File: src/rtl/tx_rx_pkg.sv
// Shared definitions for both ends of the synchronous TX->RX link: word geometry
// and the state encodings of the transmit and receive state machines.
package tx_rx_pkg;

    localparam int TX_DATA_W    = 8;
    localparam int TX_NUM_WORDS = 4;

    typedef enum logic [2:0] {
        IDLE,
        WAIT_RDY,
        SEND,
        GAP,
        DONE
    } tx_state_e;

    // Receiver side lives here too so both ends agree on one definition.
    typedef enum logic [2:0] {
        RX_IDLE,
        RX_SHR,
        RX_WRITE,
        RX_INC,
        RX_FINISH
    } rx_state_e;

endpackage

File: src/rtl/tx_sm_if.sv
// Host-load, burst-control and serial-link signals of the transmit controller.
interface tx_sm_if
    import tx_rx_pkg::*;
#(
    parameter int DATA_W    = TX_DATA_W,
    parameter int NUM_WORDS = TX_NUM_WORDS
);
    localparam int AW = $clog2(NUM_WORDS);

    logic              ld_en;
    logic [AW-1:0]     ld_addr;
    logic [DATA_W-1:0] ld_data;
    logic              start;
    logic              rx_ready;
    logic              tx_valid;
    logic              tx_data;
    logic [AW-1:0]     word_idx;
    logic              busy;
    logic              tx_done;
    tx_state_e         state;

    // Link handshake: a word starts only in a cycle where rx_ready is sampled high
    // while waiting; tx_valid then stays high for DATA_W consecutive cycles, each
    // qualifying one tx_data bit (LSB first), and rx_ready is ignored meanwhile.
    modport master (
        output ld_en, ld_addr, ld_data, start, rx_ready,
        input  tx_valid, tx_data, word_idx, busy, tx_done, state
    );

    modport slave (
        input  ld_en, ld_addr, ld_data, start, rx_ready,
        output tx_valid, tx_data, word_idx, busy, tx_done, state
    );

endinterface

File: src/rtl/tx_shift_reg.sv
// Parallel-load, right-shifting serialiser; the LSB is the bit on the line.
module tx_shift_reg #(
    parameter int DATA_W = 8
) (
    input  logic              clk,
    input  logic              rst_n,
    input  logic              load_i,
    input  logic              shift_i,
    input  logic [DATA_W-1:0] din_i,
    output logic              dout_o
);

    logic [DATA_W-1:0] shreg_q;

    always_ff @(posedge clk or negedge rst_n) begin
        if (!rst_n) begin
            shreg_q <= '0;
        end else if (load_i) begin
            shreg_q <= din_i;
        end else if (shift_i) begin
            shreg_q <= {1'b0, shreg_q[DATA_W-1:1]};
        end
    end

    assign dout_o = shreg_q[0];

endmodule

File: src/rtl/tx_sm.sv
// Transmit controller: buffers NUM_WORDS host-loaded words and serialises them one
// word at a time to the receiver, pulsing tx_done after the last word.
module tx_sm
    import tx_rx_pkg::*;
#(
    parameter int DATA_W    = TX_DATA_W,
    parameter int NUM_WORDS = TX_NUM_WORDS
) (
    input logic   clk,
    input logic   rst_n,
    tx_sm_if.slave bus
);

    localparam int AW = $clog2(NUM_WORDS);
    localparam int CW = $clog2(DATA_W);
    localparam logic [CW-1:0] LAST_BIT  = CW'(DATA_W - 1);
    localparam logic [AW-1:0] LAST_WORD = AW'(NUM_WORDS - 1);

    tx_state_e         state_q;
    logic [AW-1:0]     word_idx_q;
    logic [CW-1:0]     bit_cnt_q;
    logic              tx_valid_q;
    logic              busy_q;
    logic              tx_done_q;
    logic [DATA_W-1:0] buf_q [NUM_WORDS];

    logic sh_load;
    logic sh_shift;
    logic sh_bit;

    assign sh_load  = (state_q == WAIT_RDY) && bus.rx_ready;
    assign sh_shift = (state_q == SEND);

    // Buffer only accepts writes while idle, so a burst always sends a frozen snapshot.
    always_ff @(posedge clk or negedge rst_n) begin
        if (!rst_n) begin
            for (int i = 0; i < NUM_WORDS; i++) begin
                buf_q[i] <= '0;
            end
        end else if (bus.ld_en && (state_q == IDLE)) begin
            buf_q[bus.ld_addr] <= bus.ld_data;
        end
    end

    tx_shift_reg #(
        .DATA_W (DATA_W)
    ) u_shreg (
        .clk     (clk),
        .rst_n   (rst_n),
        .load_i  (sh_load),
        .shift_i (sh_shift),
        .din_i   (buf_q[word_idx_q]),
        .dout_o  (sh_bit)
    );

    always_ff @(posedge clk or negedge rst_n) begin
        if (!rst_n) begin
            state_q    <= IDLE;
            word_idx_q <= '0;
            bit_cnt_q  <= '0;
            tx_valid_q <= 1'b0;
            busy_q     <= 1'b0;
            tx_done_q  <= 1'b0;
        end else begin
            tx_done_q <= 1'b0;
            case (state_q)
                IDLE: begin
                    if (bus.start) begin
                        state_q    <= WAIT_RDY;
                        word_idx_q <= '0;
                        busy_q     <= 1'b1;
                    end
                end
                WAIT_RDY: begin
                    if (bus.rx_ready) begin
                        state_q    <= SEND;
                        bit_cnt_q  <= '0;
                        tx_valid_q <= 1'b1;
                    end
                end
                SEND: begin
                    if (bit_cnt_q == LAST_BIT) begin
                        tx_valid_q <= 1'b0;
                        if (word_idx_q == LAST_WORD) begin
                            state_q   <= DONE;
                            tx_done_q <= 1'b1;
                        end else begin
                            state_q    <= GAP;
                            word_idx_q <= word_idx_q + AW'(1);
                        end
                    end else begin
                        bit_cnt_q <= bit_cnt_q + CW'(1);
                    end
                end
                GAP: begin
                    state_q <= WAIT_RDY;
                end
                DONE: begin
                    state_q    <= IDLE;
                    word_idx_q <= '0;
                    busy_q     <= 1'b0;
                end
                default: begin
                    state_q    <= IDLE;
                    word_idx_q <= '0;
                    tx_valid_q <= 1'b0;
                    busy_q     <= 1'b0;
                end
            endcase
        end
    end

    // The serial bit is forced low outside SEND so the line is quiet between words.
    assign bus.tx_valid = tx_valid_q;
    assign bus.tx_data  = tx_valid_q & sh_bit;
    assign bus.word_idx = word_idx_q;
    assign bus.busy     = busy_q;
    assign bus.tx_done  = tx_done_q;
    assign bus.state    = state_q;

endmodule

File: src/flat_wrapper.sv
// flat-port wrapper written by rule: the top's interface ports become plain ports
module tx_sm_flat import tx_rx_pkg::*;
#(
    parameter int DATA_W    = TX_DATA_W,
    parameter int NUM_WORDS = TX_NUM_WORDS
)
  (clk, rst_n, bus_ld_en, bus_ld_addr, bus_ld_data, bus_start, bus_rx_ready, bus_tx_valid, bus_tx_data, bus_word_idx, bus_busy, bus_tx_done, bus_state);
  tx_sm_if #(.DATA_W(DATA_W), .NUM_WORDS(NUM_WORDS)) bus_i ();
  input logic clk;
  input logic rst_n;
  input wire logic [$bits(bus_i.ld_en)-1:0] bus_ld_en;
  input wire logic [$bits(bus_i.ld_addr)-1:0] bus_ld_addr;
  input wire logic [$bits(bus_i.ld_data)-1:0] bus_ld_data;
  input wire logic [$bits(bus_i.start)-1:0] bus_start;
  input wire logic [$bits(bus_i.rx_ready)-1:0] bus_rx_ready;
  output wire logic [$bits(bus_i.tx_valid)-1:0] bus_tx_valid;
  output wire logic [$bits(bus_i.tx_data)-1:0] bus_tx_data;
  output wire logic [$bits(bus_i.word_idx)-1:0] bus_word_idx;
  output wire logic [$bits(bus_i.busy)-1:0] bus_busy;
  output wire logic [$bits(bus_i.tx_done)-1:0] bus_tx_done;
  output wire logic [$bits(bus_i.state)-1:0] bus_state;
  assign bus_i.ld_en = bus_ld_en;
  assign bus_i.ld_addr = bus_ld_addr;
  assign bus_i.ld_data = bus_ld_data;
  assign bus_i.start = bus_start;
  assign bus_i.rx_ready = bus_rx_ready;
  assign bus_tx_valid = bus_i.tx_valid;
  assign bus_tx_data = bus_i.tx_data;
  assign bus_word_idx = bus_i.word_idx;
  assign bus_busy = bus_i.busy;
  assign bus_tx_done = bus_i.tx_done;
  assign bus_state = bus_i.state;
  tx_sm #(.DATA_W(DATA_W), .NUM_WORDS(NUM_WORDS)) u_core (.clk(clk), .rst_n(rst_n), .bus(bus_i));
endmodule
File: config.mk
export PLATFORM = sky130hd
export DESIGN_NAME = tx_sm_flat
export DESIGN_NICKNAME = d
export VERILOG_FILES = /design/src/rtl/tx_rx_pkg.sv /design/src/rtl/tx_sm_if.sv /design/src/rtl/tx_shift_reg.sv /design/src/rtl/tx_sm.sv /design/src/flat_wrapper.sv
export SDC_FILE = /design/constraint.sdc
export NUM_CORES = 1
export LEC_CHECK = 0
export ABC_AREA = 1
export BUFFER_PORTS_ARGS = -buffer_cell sky130_fd_sc_hd__buf_2
export CORE_ASPECT_RATIO = 1.75
export CORE_MARGIN = 4
export CORE_UTILIZATION = 63
export CTS_CLUSTER_SIZE = 8
export DETAILED_ROUTE_END_ITERATION = 16
export PLACE_DENSITY = 0.84
export SLEW_MARGIN = 20
export SYNTH_ARGS = -nofsm -noshare
export SYNTH_HDL_FRONTEND = slang
export SYNTH_HIERARCHICAL = 1
export SYNTH_SLANG_ARGS = --single-unit
File: constraint.sdc
create_clock -name clk -period 2.5 [get_ports clk]
set_clock_uncertainty 0.2 [all_clocks]
set_input_delay 0.25 -clock clk [delete_from_list [all_inputs] [get_ports clk]]
set_output_delay 0.25 -clock clk [all_outputs]
set_load 0.1 [all_outputs]
==> results.toml, run 1 <==
[status]
status = "completed"

[timing]
drv_slew = 0
fin_tns_setup_ps = 0
setup_violations = 0
finalCritPeriodShare_pct = 81.6
hold_viol = 0
rsz0062_at_grt = "no"
fmax_mhz = 490
tightestPinTransition_ps = 489
setup_ws_ps = 461
min_period_ps = 2040
maxSlewHeadroom_pct = 67.3

[setup_path]
r2r_cells = 8
end_kind = "flop"
critPathLaunch = "u_core/bus.state[2]"
crit_type = "reg2reg"
crit_path_start_kind = "flop"
cp.required_ps = 2500
r2r_setup_slack_ps = 460
reg2reg_from = "u_core/bus.state[2]"
worstPathArrival_ps = 2040
cp_max_fo = 10

[power]
p_total_w = 0.00347
power.density_nw_per_um2 = 1280
p_leak_nw = 1.39
ir_worst_vdd_uv = 863

[flow_run]
timing.max_cap.violations = 0

[cts]
clk_pin_slew_ps = 100
tritoncts = "built"
cts_resized = 0
cts.sinks = 51
clockBufferDepth = 2
htreeDepth = 2
cts_made_buffers = 5
root_buffer = "clkbuf_8"
clk_latency_ps = 310

[global_routing]
grtUsageMet3_pct = 4.58
antenna_found_initial = 0
grt_max_degree = 34
use_met2_pct = 40.9
grt_use_total_pct = 21.7
met1_usage_pct = 22.5
grt_busiest_layer = "met2"
first_global_vias = 1972
grt_pass1_wl_mm = 8.69
gr-total-overflow = 0

[placed_design]
hpwl_mm = 3.53
gp_congestion = 0.810
preCtsSetupSlack_ps = 493
io_buffers = 23
place_area_sq_um = 2580
place_inst = 344

[floorplan]
dieArea_sq_um = 5030
placeableCoreArea_sq_um = 3700
rows = 29
initial_core_util_pct = 66.7
io_pins = 24
die_x_um = 55.3
die_h_um = 90.8

[drt]
drtIter0Drc = 87
routed_wl_mm = 5.09
vias_per_cell = 5.68
wl_per_cell_um = 14.4
dr.pass1.iters = 5
drtAntennaViolNets = 0
route.vias.total = 2006
drc = 0

[logic_synthesis]
synth.net_count = 301
synth_top_area_share_pct = 51.7
netlist_area_sq_um = 2470
async_flop_share_pct = 100
synth-main-ff-cell = "dfrtp_1"
synth.area.top_cells = "dfrtp_1, nand2_1, nand3_1"
yosysWarnings = 6
yosysMostFrequentCell = "nand2_1"
postSynthAreaPerCell_sq_um = 8.73
synth_cell_type_count = 20
synth_common_cells = "nand2_1, dfrtp_1, nor2_1"
syn_inst = 283
synth-edff-count = 0
yosysSeqAreaShare_pct = 51.7
yosys.area.top_type = "dfrtp_1"
synth-seq-cells = 51

[finish]
syn_to_final_growth_pct = 9.52
num_antenna_cells = 0
nets = 324
drive_gt1_share_pct = 16.3
post-route-cell-area_sq_um = 2710
instances_no_fill = 353

[worst_hold_path]
whs_path_depth = 3
min_from = "bus_ld_data[6]"
min_path_type = "in2reg"
-- per-layer routing --
layer	vias up	wire length [um]
met5	-	0
met4	0	44
met3	6	232
met2	57	2860
met1	969	1950
li1	974	-
-- cell families (layout without fill, tap and decap cells) --
logic type | count (synthesis) | in the layout | share of synthesized area [%]
AOI/OAI and AO/OA | 62 | 62 | 14.2
adders and majority gates | 3 | 3 | 1.52
buffers and inverters | 37 | 61 | 7.29
DFF | 51 | 51 | 51.7
and+or+nand+nor | 130 | 130 | 25.3
-- placed cells by master (no fill, tap or decap), drive strengths merged --
cell and n:
nand2 70, dfrtp 51, ha 3, nor2 30
buf 25, dlygate4sd3 1, clkinv 1, bufinv 1
o21ai 51, nand3b 1, nand3 29, inv 28
a21oi 3, o22ai 8, clkbuf 5
-- through the flow --
step | utilization [%] | hold WS, ps
final | 73.1 | 28.1
after global routing | 73.1 | 30.7
after CTS | 73.1 | 24.9
after detailed placement | 69.7 | -0.989
after global placement | 69.7 | -0.158
after floorplan | - | -246
-- path summary, 6_finish.rpt --
kind | to
max | u_core/u_shreg/shreg_q[5]
min in group asynchronous | u_core/bus.word_idx[1]
max in group asynchronous | u_core/buf_q[24]
max reg2reg | u_core/u_shreg/shreg_q[5]
min reg2reg | u_core/buf_q[17]
min | u_core/buf_q[14]
-- report_power, final --
| group | internal (W) | switching, W | leakage (nW) |
|---|---|---|---|
| logic | 0.000446 | 0.00100 | 0.677 |
| clock network | 0.000303 | 0.000285 | 0.0587 |
| registers | 0.00118 | 0.000254 | 0.649 |
-- repair_timing --
item	4_1_cts	5_1_grt
hold buffers	1	0
buffers inserted	0	0
endpoints found under the hold margin	18	0
-- layout make-up --
| type | instances | area (sq um) |
|---|---|---|
| Clock buffer | 5 | 68.8 |
| Clock inverter | 3 | 47.5 |
| Fill cell | 309 | 996 |
| Inverter | 27 | 101 |
| Multi-Input combinational cell | 195 | 1010 |
| Sequential cell | 51 | 1280 |
| Tap cell | 46 | 57.6 |
| Timing Repair Buffer | 26 | 140 |
-- state kept, by name, indices dropped and copies added, names as in the netlist --
register,flops
u_core/buf_q,32
u_core/bus.tx_done,1
u_core/bus.tx_valid,1
u_core/u_shreg/shreg_q,8
u_core/bus.busy,1
u_core/bus.word_idx,2
u_core/bus.state,3
u_core/bit_cnt_q,3
-- worst max-delay path: stages (launching register included) --
cell and delay [ps]:
dfrtp_1 430, inv_1 210, nand2_1 100, nor2_1 190, nand2_1 170, inv_1 340, inv_2 130, nand3_1 90
nand3_1 80
No activity file was read; power rests on OpenSTA's default activity.
==> inputs of run 2 (changes only) <==
--- a/config.mk
+++ b/config.mk
@@ -9,10 +9,10 @@
 export BUFFER_PORTS_ARGS = -buffer_cell sky130_fd_sc_hd__buf_2
 export CORE_ASPECT_RATIO = 1.75
 export CORE_MARGIN = 4
-export CORE_UTILIZATION = 63
+export CORE_UTILIZATION = 58
 export CTS_CLUSTER_SIZE = 8
 export DETAILED_ROUTE_END_ITERATION = 16
-export PLACE_DENSITY = 0.84
+export PLACE_DENSITY = 0.78
 export SLEW_MARGIN = 20
 export SYNTH_ARGS = -nofsm -noshare
 export SYNTH_HDL_FRONTEND = slang
==> constraint.sdc (replaced) <==
create_clock -name clk -period 2.15 [get_ports clk]
set_clock_uncertainty 0.2 [all_clocks]
set_input_delay 0.215 -clock clk [delete_from_list [all_inputs] [get_ports clk]]
set_output_delay 0.215 -clock clk [all_outputs]
set_load 0.1 [all_outputs]
==> results.toml, run 2 (synthesis gave the netlist of run 1 again) <==
[power]
share_comb_of_total_power_pct = 42.3
switching_share_pct = 44.4
pwr-share-clk_pct = 15.2
power.internal_w = 0.00219
ir_worst_vdd_uv = 1170
p_sw_w = 0.00175
power.density_nw_per_um2 = 1430
p_leak_nw = 1.39
seqPwrFrac_pct = 42.5

[floorplan]
placeableCoreArea_sq_um = 4110
die_x_um = 57.3
dieArea_sq_um = 5410
rows = 31
die_h_um = 94.3
io_pins = 24
initial_core_util_pct = 60.1

[flow_run]
timing.max_cap.violations = 0

[timing]
setup_violations = 0
fin_tns_setup_ps = 0
fmax_mhz = 530
drv_slew = 0
rsz0062_at_grt = "no"
tightestPinTransition_ps = 482
hold_viol = 0
min_period_ps = 1890
finalCritPeriodShare_pct = 87.7
maxSlewHeadroom_pct = 67.8

[setup_path]
cp_max_fo = 7
cp.required_ps = 2140
crit_path_start_kind = "flop"
end_kind = "flop"
worstPathArrival_ps = 1870
crit_type = "reg2reg"

[drt]
drtAntennaViolNets = 0
routed_wl_mm = 4.93
wl_met1_mm = 1.97
met3_length_um = 209
wl_per_cell_um = 13.7
drc = 0
dr.pass1.iters = 4
vias_per_cell = 5.45
drtIter0Drc = 75
route.vias.total = 1956
topRoutingLayerUsed = "met4"
wl_met2_mm = 2.60

[global_routing]
grt_max_degree = 41
antenna_found_initial = 0
grt_use_total_pct = 20.0
first_global_vias = 1985
grt_pass1_wl_mm = 8.49
gr-total-overflow = 0

[placed_design]
gp_congestion = 0.938
place_inst = 347
io_buffers = 23
hpwl_mm = 3.51

[cts]
root_buffer = "clkbuf_8"
cts.sinks = 51
cts_made_buffers = 5
clockBufferDepth = 2
clk_pin_slew_ps = 90
tritoncts = "built"
cts_resized = 0
htreeDepth = 2
clk_latency_ps = 300
post_cts_buffers = 0

[finish]
nets = 327
top_register = "u_core/buf_q"
syn_to_final_growth_pct = 11.0
largest_register_ffs = 32
reg_top3 = "u_core/buf_q x32, u_core/u_shreg/shreg_q x8"
instances_no_fill = 359
layout_common_cells = "nand2_1, dfrtp_1, nor2_1"
drive_gt1_share_pct = 17.1
final_common_cell = "nand2_1"
num_antenna_cells = 0

[status]
status = "completed"

[worst_hold_path]
min_path_type = "in2reg"
run 2: worst max-delay path: stages, from the launching register on:
cell	delay, ps
dfrtp_2	420
inv_1	200
nand2_1	120
nor2_1	180
nand2_1	150
inv_1	220
inv_2	110
nand3_1	90
nand3_1	90
run 2: what timing repair did:
item,in CTS,in global routing
endpoints found under the setup margin,0,0
hold endpoints to repair,54,0
hold buffers,4,0
run 2: power groups by stage:
stage / clock network [W] / registers (W) / logic [W]
6_report: 0.000599 / 0.00167 / 0.00166
5_1_grt: 0.000653 / 0.00172 / 0.00186
4_1_cts: 0.000619 / 0.00166 / 0.00167
3_5_place_dp: 0 / 0.00168 / 0.00165
3_3_place_gp: 0 / 0.00167 / 0.00162
2_1_floorplan: 0 / 0.00187 / 0.00111
run 2: path summary, 6_finish.rpt:
kind,start,to,slack [ps],depth (start not counted)
max in group asynchronous,rst_n,u_core/bus.word_idx[0],1120,3
min in group asynchronous,rst_n,u_core/bit_cnt_q[2],120,2
min,bus_ld_data[4],u_core/buf_q[12],7,3
max,u_core/bus.state[2],u_core/u_shreg/shreg_q[2],260,8
min reg2reg,u_core/bus.state[2],u_core/bus.busy,260,1
max reg2reg,u_core/bus.state[2],u_core/u_shreg/shreg_q[2],260,8
run 2: metal layers:
layer,up-vias,GRT usage (%)
li1,982,-
met1,911,22.5
met2,50,34.9
met3,13,3.85
met4,0,11.0
met5,-,0
run 2: final cells by class:
class / count / area [sq um]
clock buffers: 7 / 96.3
clock inverters: 1 / 7.51
fillers: 360 / 1370
inverters: 27 / 101
multi-input cells: 195 / 1010
flip-flops and latches: 51 / 1280
well taps: 49 / 61.3
repair buffers: 29 / 183
run 2: metrics by stage:
stage	util, %	setup WS (ps)	hold slack, ps	cell area, sq um	power, W
floorplan	-	31.6	-281	2470	0.00299
global placement	63.2	347	-80.3	2600	0.00329
detailed placement	63.2	268	-77.5	2600	0.00334
CTS	66.7	254	2.97	2740	0.00395
global route	66.7	116	18.0	2740	0.00424
finish	66.7	265	7.35	2740	0.00393
==> inputs of run 3 (changes only) <==
--- a/config.mk
+++ b/config.mk
@@ -13,6 +13,7 @@
 export CTS_CLUSTER_SIZE = 8
 export DETAILED_ROUTE_END_ITERATION = 16
 export PLACE_DENSITY = 0.78
+export REMOVE_ABC_BUFFERS = 1
 export SLEW_MARGIN = 20
 export SYNTH_ARGS = -nofsm -noshare
 export SYNTH_HDL_FRONTEND = slang
==> results.toml, run 3 (synthesis gave the netlist of run 1 again) <==
[cts]
cts.sinks = 51
post_cts_buffers = 0
tritoncts = "built"
clockBufferDepth = 2
cts_resized = 0
htreeDepth = 2
clk_pin_slew_ps = 90
clk_latency_ps = 300
root_buffer = "clkbuf_8"
cts_made_buffers = 5

[finish]
largest_register_ffs = 32
syn_to_final_growth_pct = 10.4
num_antenna_cells = 0
reg_top3 = "u_core/buf_q x32, u_core/u_shreg/shreg_q x8"
drive_gt1_share_pct = 16.1
top_register = "u_core/buf_q"
n_fill_cell = 372
layout_common_cells = "nand2_1, dfrtp_1, nor2_1"
nets = 327
final_common_cell = "nand2_1"

[power]
ir_worst_vdd_uv = 1010
pwr-share-clk_pct = 14.6
p_total_w = 0.00390
p_leak_nw = 1.39
share_comb_of_total_power_pct = 43.4
switching_share_pct = 44.6
seqPwrFrac_pct = 42.0
power.internal_w = 0.00216
power.density_nw_per_um2 = 1430
p_sw_w = 0.00174

[global_routing]
grt_pass1_wl_mm = 8.86
gr-total-overflow = 0
first_global_vias = 2041
grt_max_degree = 28
grt_use_total_pct = 20.9
antenna_found_initial = 0

[setup_path]
crit_path_start_kind = "flop"
worstPathArrival_ps = 1500
cp.required_ps = 1740
end_kind = "output port"
cp_max_fo = 13
crit_type = "reg2out"

[floorplan]
placeableCoreArea_sq_um = 4110
io_pins = 24
rows = 31
dieArea_sq_um = 5410
initial_core_util_pct = 60.1
die_h_um = 94.3
die_x_um = 57.3

[drt]
dr.pass1.iters = 4
drtAntennaViolNets = 0
wl_per_cell_um = 13.5
routed_wl_mm = 4.85
drc = 0
route.vias.total = 1903
drtIter0Drc = 51
vias_per_cell = 5.30

[timing]
tightestPinTransition_ps = 566
min_period_ps = 1910
hold_viol = 0
drv_slew = 0
maxSlewHeadroom_pct = 62.3
setup_violations = 0
fin_tns_setup_ps = 0
finalCritPeriodShare_pct = 89.0
rsz0062_at_grt = "no"
fmax_mhz = 523

[placed_design]
io_buffers = 23
gp_congestion = 0.833
hpwl_mm = 3.59

[worst_hold_path]
min_path_type = "in2reg"

[status]
status = "completed"

[flow_run]
timing.max_cap.violations = 0
[run 3: worst paths after layout]
path	startpoint	endpoint	slack [ps]	cells after the start
worst max-delay path	u_core/bus.word_idx[0]	bus_word_idx[0]	240	2
max in group asynchronous	rst_n	u_core/bus.state[0]	980	3
worst min-delay path	bus_ld_data[6]	u_core/buf_q[14]	5	3
worst min register to register	u_core/buf_q[15]	u_core/buf_q[15]	280	2
min in group asynchronous	rst_n	u_core/buf_q[16]	240	2
worst max register to register	u_core/bus.state[2]	u_core/u_shreg/shreg_q[3]	300	8
[run 3: per-layer routing]
metal / GRT usage, % / share of wire, %
met5: 0 / 0
met3: 3.03 / 2.8
met4: 9.86 / 2.5
met1: 23.8 / 42
met2: 37.5 / 53
[run 3: critical path, cell delays in order (launching register included)]
cell and delay, ps:
dfrtp_1 500, buf_4 250, buf_2 450
[run 3: repair_timing]
item,4_1_cts,5_1_grt
hold endpoints to repair,26,0
setup endpoints to repair,0,0
hold buffers,3,0
[run 3: per-stage QoR]
step	utilization (%)	hold slack [ps]	cells	cell area [sq um]	setup slack, ps
global placement	63.3	38.8	348	2600	358
global route	66.3	14.0	359	2730	111
floorplan	-	-281	273	2390	-234
finish	66.3	4.96	359	2730	237
detailed placement	63.3	36.9	348	2600	314
CTS	66.3	0.486	359	2730	230
[run 3: power by group through the flow]
stage,clock (W),sequential [W],combinational (W)
after floorplan,0,0.00190,0.00103
after global placement,0,0.00165,0.00164
after detailed placement,0,0.00166,0.00170
after CTS,0.000589,0.00164,0.00170
after global routing,0.000624,0.00169,0.00191
final,0.000569,0.00164,0.00169
[run 3: cell type report]
type	count	area (sq um)	share of cell area (%)
clock buffers	7	86.3	3.17
well taps	49	61.3	2.25
flip-flops and latches	51	1280	46.8
inverters	27	101	3.72
clock inverters	1	8.76	0.321
multi-input cells	195	1010	37.2
repair buffers	29	180	6.61
